--- src/rtl/vrc_irq_array.sv ---
`default_nettype none
// ============================================================================
// Module   : vrc_irq_array
// Purpose  : Array of independent VRC-style IRQ timers with scanline/cycle modes.
// Revision : 1.0
// ============================================================================
module vrc_irq_array #(
    parameter int CHANNELS  = 2,
    parameter int CNT_W     = 8,
    parameter int PS_PERIOD = 341,
    parameter int PS_STEP   = 3
) (
    input  logic                clk,
    input  logic                reset_n,
    input  logic [7:0]          cpu_data_in,
    input  logic [1:0]          ch_sel,
    input  logic                wr_latch_lo,
    input  logic                wr_latch_hi,
    input  logic                wr_ctrl,
    input  logic                wr_ack,
    input  logic [1:0]          rd_sel,
    output logic [CNT_W-1:0]    rd_count,
    output logic [CHANNELS-1:0] irq_pending,
    output logic                irq
);

    localparam int              PS_W        = $clog2(PS_PERIOD + 1);
    localparam logic [PS_W-1:0] C_PS_PERIOD = PS_W'(PS_PERIOD);
    localparam logic [PS_W-1:0] C_PS_STEP   = PS_W'(PS_STEP);
    localparam logic [PS_W-1:0] C_PS_RELOAD = PS_W'(PS_PERIOD - PS_STEP);

    // One strobe wins per cycle: ctrl > ack > latch_hi > latch_lo.
    logic w_do_ctrl, w_do_ack, w_do_hi, w_do_lo;
    assign w_do_ctrl = wr_ctrl;
    assign w_do_ack  = wr_ack & ~wr_ctrl;
    assign w_do_hi   = wr_latch_hi & ~wr_ctrl & ~wr_ack;
    assign w_do_lo   = wr_latch_lo & ~w_do_hi & ~wr_ctrl & ~wr_ack;

    wire [3:0][CNT_W-1:0]  w_rd_vec;
    wire [CHANNELS-1:0]    w_pend;

    logic [CHANNELS-1:0]   r_irq_pending;
    logic                  r_irq;

    for (genvar i = 0; i < CHANNELS; i++) begin : g_ch
        logic [CNT_W-1:0] r_latch;
        logic [CNT_W-1:0] r_cnt;
        logic [CNT_W-1:0] w_latch_nxt;
        logic [PS_W-1:0]  r_ps;
        logic             r_a;
        logic             r_e;
        logic             r_m;
        logic             r_pend;
        logic             w_sel;
        logic             w_ps_wrap;
        logic             w_tick;

        // Out-of-range ch_sel values never match any channel index.
        assign w_sel     = (ch_sel == 2'(i));
        assign w_ps_wrap = (r_ps <= C_PS_STEP);
        assign w_tick    = r_e & (r_m | w_ps_wrap);

        if (CNT_W == 16) begin : g_latch16
            always_comb begin
                w_latch_nxt = r_latch;
                if (w_sel && w_do_lo) w_latch_nxt[7:0]  = cpu_data_in;
                if (w_sel && w_do_hi) w_latch_nxt[15:8] = cpu_data_in;
            end
        end else begin : g_latch8
            always_comb begin
                w_latch_nxt = r_latch;
                if (w_sel && w_do_lo) w_latch_nxt = CNT_W'(cpu_data_in);
            end
        end

        always_ff @(posedge clk) begin
            if (!reset_n) begin
                r_latch <= '0;
                r_cnt   <= '0;
                r_ps    <= C_PS_PERIOD;
                r_a     <= 1'b0;
                r_e     <= 1'b0;
                r_m     <= 1'b0;
                r_pend  <= 1'b0;
            end else begin
                r_latch <= w_latch_nxt;
                if (w_sel && w_do_ctrl) begin
                    r_a    <= cpu_data_in[0];
                    r_e    <= cpu_data_in[1];
                    r_m    <= cpu_data_in[2];
                    r_pend <= 1'b0;
                    if (cpu_data_in[1]) begin
                        r_cnt <= r_latch;
                        r_ps  <= C_PS_PERIOD;
                    end
                end else begin
                    if (w_sel && w_do_ack) begin
                        r_pend <= 1'b0;
                        r_e    <= r_a;
                    end
                    // Placed after the ack so a coincident overflow keeps pending set.
                    if (r_e) begin
                        r_ps <= w_ps_wrap ? (r_ps + C_PS_RELOAD) : (r_ps - C_PS_STEP);
                        if (w_tick) begin
                            if (&r_cnt) begin
                                r_cnt  <= r_latch;
                                r_pend <= 1'b1;
                            end else begin
                                r_cnt <= r_cnt + 1'b1;
                            end
                        end
                    end
                end
            end
        end

        assign w_rd_vec[i] = r_cnt;
        assign w_pend[i]   = r_pend;
    end

    for (genvar j = CHANNELS; j < 4; j++) begin : g_pad
        assign w_rd_vec[j] = '0;
    end

    always_ff @(posedge clk) begin
        if (!reset_n) begin
            r_irq_pending <= '0;
            r_irq         <= 1'b0;
        end else begin
            r_irq_pending <= w_pend;
            r_irq         <= |w_pend;
        end
    end

    assign rd_count    = w_rd_vec[rd_sel];
    assign irq_pending = r_irq_pending;
    assign irq         = r_irq;

endmodule
`default_nettype wire

--- config.mk ---
export PLATFORM = sky130hd
export DESIGN_NAME = vrc_irq_array
export DESIGN_NICKNAME = d
export VERILOG_FILES = /design/src/rtl/vrc_irq_array.sv
export SDC_FILE = /design/constraint.sdc
export NUM_CORES = 1
export LEC_CHECK = 0
export CORE_MARGIN = 3
export CORE_UTILIZATION = 55
export DETAILED_ROUTE_END_ITERATION = 12
export PLACE_DENSITY = 0.76
export SKIP_CTS_REPAIR_TIMING = 1
export SYNTH_ARGS = -nofsm -noshare
export SYNTH_HDL_FRONTEND = slang
export SYNTH_SLANG_ARGS = --single-unit
--- constraint.sdc ---
create_clock -name clk -period 2.4 [get_ports clk]
set_input_delay 0.48 -clock clk [delete_from_list [all_inputs] [get_ports clk]]
set_output_delay 0.48 -clock clk [all_outputs]
set_load 0.01 [all_outputs]
==> flow_metrics.env, run 1 <==
export IMPL_power_mw=2.131
export IMPL_post_drt_wl_per_cell_um=15.63
export IMPL_grt_pass1_wl_um=13790
export IMPL_crit_chain="clkdlybuf4s50_1 > buf_6 > mux2i_1 > nor2_1 > clkdlybuf4s50_1"
export IMPL_ys_async_sr_fraction_pct=0
export IMPL_critPathLaunchType="primary input"
export IMPL_ys_ff_latch=61
export IMPL_dr_pass1_iters=5
export IMPL_finClkSkew_ns=0.007962
export IMPL_grt_pass1_vias=2959
export IMPL_netlist_area_leader_share_pct=36.55
export IMPL_finalNetCount=456
export IMPL_crit_path_end_kind="output pin"
export IMPL_yosysWarnings=0
export IMPL_cts_tree="built"
export IMPL_clk_path_buf_depth=2
export IMPL_yosys_top_cells_area="dfxtp_1, mux2i_1, a21oi_1"
export IMPL_slew_headroom_pct=65.42
export IMPL_synth_top_area_cell="dfxtp_1"
export IMPL_hold_viol=0
export IMPL_met3WireLength_um=479
export IMPL_setup_violations=0
export IMPL_tritoncts_num_buffers=9
export IMPL_synthCells=391
export IMPL_synth_cell_area_um2=3341
export IMPL_clkTransAtPathRegs_ns=0.06
export IMPL_crit_type="primary input to output pin"
export IMPL_max_freq_mhz=419.2
export IMPL_wl_met2_um=3694
export IMPL_numClockSinks=61
export IMPL_cp_arrival_ns=1.91
export IMPL_vias=3049
export IMPL_detail_route_antenna_nets=0
export IMPL_crit_fanout=8
export IMPL_crit_required_ns=1.92
export IMPL_period_needed_ns=2.386
export IMPL_power_density_nw_per_um2=536.2
export IMPL_reg2reg_depth=7
export IMPL_r2r_end="g_ch[1].r_cnt[5]$_SDFFE_PN0P_"
export IMPL_place_port_buffers=28
export IMPL_final_setup_tns_ns=0
export IMPL_min_path_type="flop to flop"
export IMPL_initial_core_util_pct=58.86
export IMPL_row_count=27
export IMPL_outcome="finished clean"
export IMPL_die_height_um=83.94
export IMPL_fin_crit_sh_pct=99.40
export IMPL_ir_drop_uv=339.4
export IMPL_dpl_cell_area_um2=3769
export IMPL_place_gp_congestion=0.8576
export IMPL_min_from="g_ch[1].r_m$_SDFFE_PN0P_"
export IMPL_placedCellCount=491
export IMPL_r2r_start="g_ch[1].r_ps[2]$_SDFFE_PN1P_"
export IMPL_grt_usage_pct=23.78
export IMPL_via_per_inst=6.014
export IMPL_core_um2=5675
export IMPL_yosysMostFrequentCell="dfxtp_1"
export IMPL_n_antenna_cell=0
export IMPL_grt_overflow_total=0
export IMPL_ff2ff_setup_slack_ns=0.37
export IMPL_syn_num_nets=417
export IMPL_leakagePower_nw=1.641
export IMPL_fillers=461
export IMPL_met1_length_um=3656
export IMPL_slowest_stage="clkdlybuf4s50_1"
export IMPL_fp_dieArea_um2=7045
export IMPL_antenna_found_initial=0
export IMPL_tightest_slew_ns=0.5152
export IMPL_stdcell_count=507
export IMPL_drc=0
export IMPL_synthTopCellsByCount="dfxtp_1, nand2_1, mux2i_1"
export IMPL_drive_above_1_share_pct=10.57
export IMPL_cpPeakStageDelay_ns=0.48
export IMPL_h_tree_depth=3
export IMPL_synth_ff_type="dfxtp_1"
export IMPL_syn_avg_cell_area_um2=8.544
export IMPL_synth_distinct_cells=66
export IMPL_chipWidth_um=83.94
export IMPL_drv_slew=0
export IMPL_drt_iter0_markers=113
export IMPL_crit_top_cell="clkdlybuf4s50_1"
export IMPL_seq_area_frac_synth_pct=36.55
export IMPL_worstSkewPairLatency_ns=0.34
export IMPL_endpoint="rd_count[6]"
export IMPL_io_pins=29
export IMPL_stdcell_area_um2=3975
export IMPL_syn_to_final_growth_pct=18.99
export IMPL_top_layer="met4"
export IMPL_synth_edf_count=0
export IMPL_cts_root_buffer_cell="clkbuf_8"
export IMPL_grt_start_max_net_pins=34
export IMPL_wl_um=7926
export IMPL_crit_start="rd_sel[0]"
export IMPL_drv_cap=0
export IMPL_detailed_place_hpwl_um=5640
critical path, delay by kind of cell:
kind / cells / cell delay, ns
AND/OR/NAND/NOR: 1 / 0.07
multiplexers: 1 / 0.25
buffers and inverters: 3 / 1.10
power breakdown:
part	internal, mW	switching (mW)	total, mW
combinational	0.0888	0.0976	0.186
sequential	1.03	0.0177	1.04
clock	0.501	0.400	0.901
area by class of cell:
| type | count | area [um^2] | share of cell area [%] |
|---|---|---|---|
| tap | 72 | 90.09 | 2.266 |
| clock inverter | 5 | 50.05 | 1.259 |
| multi-input combinational | 304 | 2008 | 50.52 |
| clock buffer | 11 | 141.4 | 3.557 |
| inverter | 6 | 22.52 | 0.5666 |
| sequential | 61 | 1221 | 30.72 |
| timing repair buffer | 48 | 441.7 | 11.11 |
logic make-up (layout without fill, tap and decap cells):
| family | after synthesis | after routing | synth area share [%] |
|---|---|---|---|
| XOR/XNOR | 9 | 9 | 2.360 |
| buffers and inverters | 26 | 70 | 3.445 |
| AO/OA/AOI/OAI | 99 | 99 | 19.14 |
| flip-flops | 61 | 61 | 36.55 |
| adder cells (fa/ha/maj) | 8 | 8 | 2.996 |
| AND/OR/NAND/NOR | 155 | 155 | 25.62 |
| multiplexers | 33 | 33 | 9.888 |
state kept, by name (all words and copies together) (netlist names):
| register | flops |
|---|---|
| g_ch.r_a | 2 |
| irq_pending | 2 |
| g_ch.r_ps | 18 |
| g_ch.r_m | 2 |
| g_ch.r_pend | 2 |
| irq | 1 |
| g_ch.r_cnt | 16 |
| g_ch.r_latch | 16 |
| g_ch.r_e | 2 |
through the flow:
step / worst slack [ns] / util (%) / hold slack, ns
detailed placement: 0.03059 / 66.40 / 0.4513
global placement: 0.02587 / 66.40 / 0.4434
finish: 0.01438 / 70.04 / 0.4581
global route: -0.01481 / 70.04 / 0.4948
floorplan: 0.5638 / - / 0.4357
CTS: 0.02458 / 69.78 / 0.4609
worst min path at each step:
stage / to / slack (ns) / cells past startpoint
after CTS: g_ch[1].r_a$_SDFFE_PN0P_ / 0.46 / 2
after global routing: g_ch[0].r_a$_SDFFE_PN0P_ / 0.49 / 2
final: g_ch[1].r_m$_SDFFE_PN0P_ / 0.46 / 2
after global placement: g_ch[1].r_m$_SDFFE_PN0P_ / 0.44 / 2
after detailed placement: g_ch[1].r_a$_SDFFE_PN0P_ / 0.45 / 2
after floorplan: g_ch[0].r_a$_SDFFE_PN0P_ / 0.44 / 2
per-layer routing:
metal  vias to the layer above  track usage (%)
met4                         0            8.626
met2                       104            38.25
met5                         -                0
li1                       1500                -
met3                         9            5.035
met1                      1436            31.35
placed cells by master, fill, tap and decap left out, types with 4 or more instances in the layout:
cell             count
nor3_1               6
nand2_1             38
o21ai_0             23
xnor2_1              6
nor2b_1             18
clkdlybuf4s50_1     25
nor3b_1              5
a21oi_1             30
a31oi_1              7
nand4b_1             4
buf_4               19
nand4_1              4
inv_1                6
or3_1                6
and2_1               4
clkinv_2             4
dfxtp_1             61
nor2_1              30
nand3b_1             6
o22ai_1              4
and3_1               4
mux2i_1             32
clkbuf_8            10
a21boi_0             5
ha_1                 8
nand3_1             13
Power figures use the tool's default switching activity.
==> run 2, diff against run 1 <==
Settings changed: RECOVER_POWER set to 100, SKIP_LAST_GASP set to 1.
==> run 2 against run 1 <==
Effect of this change:
- routed wire length barely moved
- maximum frequency up 0.65%
- combinational power shrank 3%
- critical path type unchanged
==> flow_metrics.env, run 2 (synthesized netlist as in run 1, its figures left out) <==
export IMPL_crit_fanout=8
export IMPL_top_register="g_ch.r_ps"
export IMPL_min_path_type="flop to flop"
export IMPL_grt_overflow_total=0
export IMPL_finClkSkew_ns=0.009365
export IMPL_tritoncts_num_buffers=9
export IMPL_dr_pass1_iters=5
export IMPL_p_seq_share_pct=49.1
export IMPL_finalNetCount=456
export IMPL_final_setup_tns_ns=0
export IMPL_wl_um=7928
export IMPL_antenna_found_initial=0
export IMPL_numClockSinks=61
export IMPL_fillers=469
export IMPL_period_needed_ns=2.370
export IMPL_setup_violations=0
export IMPL_initial_core_util_pct=58.86
export IMPL_core_um2=5675
export IMPL_top_usage_layer="met2"
export IMPL_place_gp_congestion=0.8576
export IMPL_tightest_slew_ns=0.6622
export IMPL_clockPowerShare_pct=42.4
export IMPL_layout_common_cells="dfxtp_1, nand2_1, mux2i_1"
export IMPL_slew_headroom_pct=55.85
export IMPL_worstSkewPairLatency_ns=0.34
export IMPL_grt_pass1_vias=2959
export IMPL_drv_slew=0
export IMPL_grt_usage_pct=23.78
export IMPL_drc=0
export IMPL_drv_cap=0
export IMPL_finish_utilization_pct=69.11
export IMPL_outcome="finished clean"
export IMPL_crit_path_end_kind="output pin"
export IMPL_chipWidth_um=83.94
export IMPL_row_count=27
export IMPL_grt_start_max_net_pins=34
export IMPL_ir_drop_uv=340.5
export IMPL_clk_path_buf_depth=2
export IMPL_drive_above_1_share_pct=8.276
export IMPL_stdcell_count=507
export IMPL_cts_root_buffer_cell="clkbuf_8"
export IMPL_switching_power_uw=513.9
export IMPL_p_int_mw=1.611
export IMPL_cts_tree="built"
export IMPL_place_port_buffers=28
export IMPL_grtUsageMet2_pct=38.25
export IMPL_via_per_inst=6.047
export IMPL_critPathLaunchType="primary input"
export IMPL_post_drt_wl_per_cell_um=15.64
export IMPL_fp_dieArea_um2=7045
export IMPL_met3_usage_pct=5.035
export IMPL_final_common_cell="dfxtp_1"
export IMPL_vias=3066
export IMPL_max_freq_mhz=421.9
export IMPL_rsz0062_at_grt="yes"
export IMPL_die_height_um=83.94
export IMPL_leakagePower_nw=1.604
export IMPL_drt_iter0_markers=160
export IMPL_finalHoldWorstSlack_ns=0.4581
export IMPL_combPwrFrac_pct=8.5
export IMPL_syn_to_final_growth_pct=17.42
export IMPL_h_tree_depth=3
export IMPL_grt_pass1_wl_um=13790
export IMPL_hold_viol=0
export IMPL_n_antenna_cell=0
export IMPL_crit_type="primary input to output pin"
export IMPL_placedCellCount=491
export IMPL_cp_arrival_ns=1.89
export IMPL_detailed_place_hpwl_um=5640
export IMPL_power_density_nw_per_um2=541.8
export IMPL_grtUsageMet1_pct=31.35
export IMPL_seqCellArea_um2=1221
export IMPL_fin_crit_sh_pct=98.76
export IMPL_largest_register_ffs=18
export IMPL_io_pins=29
export IMPL_crit_required_ns=1.92
export IMPL_reg_top3="g_ch.r_ps x18, g_ch.r_cnt x16, g_ch.r_latch x16"
export IMPL_multi_input_area_um2=1987
export IMPL_clkTransAtPathRegs_ns=0.06
export IMPL_p_sw_share_pct=24.18
export IMPL_detail_route_antenna_nets=0
==> run 2: cell count changes in the layout (fill, tap and decap cells not counted), moves of 2 or more <==
cell             before  now
clkdlybuf4s50_1      25   21
and2_1                4    2
buf_4                19   11
and2_0                1    3
clkbuf_1              1    8
dlygate4sd3_1         0    5
==> run 2: stage by stage <==
step | setup WS, ns | total power [mW] | area (um^2)
4_1_cts | 0.02458 | 2.142 | 3960
5_1_grt | -0.01294 | 2.205 | 3923
3_5_place_dp | 0.03059 | 1.249 | 3769
3_3_place_gp | 0.02587 | 1.246 | 3769
2_1_floorplan | 0.5638 | 1.170 | 3341
6_report | 0.02970 | 2.125 | 3923
==> run 2: power groups by stage <==
stage / logic (mW) / clock network, mW / registers [mW]
floorplan: 0.109 / 0 / 1.06
global placement: 0.180 / 0 / 1.07
detailed placement: 0.183 / 0 / 1.07
CTS: 0.184 / 0.914 / 1.04
global route: 0.199 / 0.960 / 1.05
finish: 0.181 / 0.900 / 1.04
==> run 2: final timing paths <==
check | start | to | cells after the start | slack (ns)
hold / removal | g_ch[1].r_m$_SDFFE_PN0P_ | g_ch[1].r_m$_SDFFE_PN0P_ | 2 | 0.46
hold reg to reg | g_ch[1].r_m$_SDFFE_PN0P_ | g_ch[1].r_m$_SDFFE_PN0P_ | 2 | 0.46
setup reg to reg | g_ch[0].r_ps[2]$_SDFFE_PN1P_ | g_ch[0].r_cnt[1]$_SDFFE_PN0P_ | 7 | 0.38
setup / recovery | rd_sel[0] | rd_count[7] | 5 | 0.03
==> run 2: cell type report <==
type	instances	share of cell area, %
inverter	6	0.5742
multi-input combinational	304	50.65
sequential	61	31.13
clock inverter	5	1.276
tap	72	2.297
timing repair buffer	48	10.46
clock buffer	11	3.604
==> run 2: per-layer routing <==
metal | wire [um] | vias to the layer above
li1 | - | 1509
met1 | 3621 | 1438
met2 | 3697 | 106
met3 | 493 | 13
met4 | 115 | 0
met5 | 0 | -
==> run 2: worst max-delay path, cell delays in order <==
cell	delay, ns
clkdlybuf4s50_1	0.47
buf_6	0.15
mux2i_2	0.24
nor2_1	0.06
clkdlybuf4s50_1	0.49
==> run 3, diff against run 2 <==
Settings changed: REMOVE_ABC_BUFFERS set to 1.
==> run 3 against run 2 <==
Effect of this change:
- clock power shrank 7.4%
- register-to-register slack worse by 0.08 ns
- clock skew is 0.0021 ns lower
- combinational power barely moved
- non-clock buffer count is 1 lower
- largest cell class unchanged
- largest power group unchanged
==> flow_metrics.env, run 3 (synthesized netlist as in run 1, its figures left out) <==
export IMPL_outcome="finished clean"
export IMPL_finalNetCount=455
export IMPL_vias=3022
export IMPL_ff2ff_setup_slack_ns=0.30
export IMPL_crit_fanout=8
export IMPL_finish_utilization_pct=69.03
export IMPL_finalHoldWorstSlack_ns=0.4589
export IMPL_grt_usage_pct=23.96
export IMPL_drt_iter0_markers=236
export IMPL_largest_register_ffs=18
export IMPL_layout_common_cells="dfxtp_1, nand2_1, mux2i_1"
export IMPL_cts_tree="built"
export IMPL_reg_top3="g_ch.r_ps x18, g_ch.r_cnt x16, g_ch.r_latch x16"
export IMPL_antenna_found_initial=0
export IMPL_crit_type="primary input to output pin"
export IMPL_min_path_type="flop to flop"
export IMPL_rsz0062_at_grt="no"
export IMPL_die_height_um=83.94
export IMPL_detailed_place_hpwl_um=5806
export IMPL_syn_to_final_growth_pct=17.27
export IMPL_n_antenna_cell=0
export IMPL_dr_pass1_iters=5
export IMPL_tightest_slew_ns=0.7299
export IMPL_slew_headroom_pct=51.34
export IMPL_finClkSkew_ns=0.007225
export IMPL_drive_above_1_share_pct=7.852
export IMPL_chipWidth_um=83.94
export IMPL_clk_path_buf_depth=2
export IMPL_hold_viol=0
export IMPL_row_count=27
export IMPL_min_to="g_ch[1].r_a$_SDFFE_PN0P_"
export IMPL_worst_slack_ns=0.07560
export IMPL_grt_start_max_net_pins=23
export IMPL_grt_pass1_vias=2880
export IMPL_post_drt_wl_per_cell_um=15.94
export IMPL_holdPathStages=2
export IMPL_final_common_cell="dfxtp_1"
export IMPL_max_freq_mhz=430.2
export IMPL_drv_slew=0
export IMPL_clkTransAtPathRegs_ns=0.07
export IMPL_top_register="g_ch.r_ps"
export IMPL_grt_overflow_total=0
export IMPL_post_place_ws_ns=-0.05499
export IMPL_core_um2=5675
export IMPL_r2r_end="g_ch[1].r_cnt[5]$_SDFFE_PN0P_"
export IMPL_h_tree_depth=3
export IMPL_tritoncts_num_buffers=9
export IMPL_power_density_nw_per_um2=525.1
export IMPL_crit_required_ns=1.92
export IMPL_detail_route_antenna_nets=0
export IMPL_reg2reg_depth=7
export IMPL_stdcell_area_um2=3918
export IMPL_crit_path_end_kind="output pin"
export IMPL_io_pins=29
export IMPL_grtUsageMet2_pct=38.32
export IMPL_cp_arrival_ns=1.84
export IMPL_met3_usage_pct=5.429
export IMPL_worstSkewPairLatency_ns=0.33
export IMPL_min_from="g_ch[1].r_a$_SDFFE_PN0P_"
export IMPL_cts_root_buffer_cell="clkbuf_8"
export IMPL_grtUsageMet1_pct=31.85
export IMPL_leakagePower_nw=1.631
export IMPL_setup_violations=0
export IMPL_critPathLaunchType="primary input"
export IMPL_r2r_start="g_ch[1].r_ps[2]$_SDFFE_PN1P_"
export IMPL_drv_cap=0
export IMPL_final_setup_tns_ns=0
export IMPL_place_port_buffers=28
export IMPL_place_gp_congestion=0.9463
export IMPL_fin_crit_sh_pct=96.85
export IMPL_ir_drop_uv=409.1
export IMPL_via_per_inst=5.984
export IMPL_grt_pass1_wl_um=13820
export IMPL_wl_um=8050
export IMPL_initial_core_util_pct=58.86
export IMPL_period_needed_ns=2.324
export IMPL_dpl_cell_area_um2=3761
export IMPL_numClockSinks=61
export IMPL_fp_dieArea_um2=7045
export IMPL_drc=0
export IMPL_top_usage_layer="met2"
==> run 3: where the power goes <==
group | switching [mW] | internal [mW]
combinational | 0.0971 | 0.0830
clock | 0.379 | 0.453
sequential | 0.0175 | 1.03
==> run 3: cell type report <==
type                       instances  area [um^2]
multi-input combinational        304         1998
fill                             492         1758
sequential                        61         1221
timing repair buffer              47        407.9
clock buffer                      14        172.7
tap                               72        90.09
inverter                           6        22.52
clock inverter                     1        5.005
==> run 3: routing by layer <==
metal | vias up | wire (um)
met4 | 0 | 122
met2 | 103 | 3659
met5 | - | 0
met3 | 14 | 500
li1 | 1497 | -
met1 | 1408 | 3768
==> run 3: metrics by stage <==
stage	instances	total power [mW]
2_1_floorplan	371	1.149
3_3_place_gp	490	1.245
3_5_place_dp	490	1.249
4_1_cts	505	2.076
5_1_grt	505	2.137
6_report	505	2.057
==> run 3: worst max-delay path by stage <==
stage / slack, ns / start / to / depth (start not counted)
final: 0.08 / rd_sel[0] / rd_count[2] / 5
after global routing: 0.01 / rd_sel[0] / rd_count[1] / 5
after CTS: 0.0006 / rd_sel[0] / rd_count[6] / 5
after detailed placement: -0.05 / ch_sel[0] / g_ch[0].r_ps[7]$_SDFFE_PN0P_ / 6
after global placement: 0.02 / rd_sel[0] / rd_count[6] / 5
after floorplan: 0.58 / ch_sel[1] / g_ch[1].r_ps[7]$_SDFFE_PN0P_ / 5
==> run 3: worst max-delay path, cell delays in order <==
cell and delay [ns]:
clkdlybuf4s50_1 0.47, buf_6 0.16, mux2i_1 0.20, nor2_1 0.05
clkdlybuf4s50_1 0.49
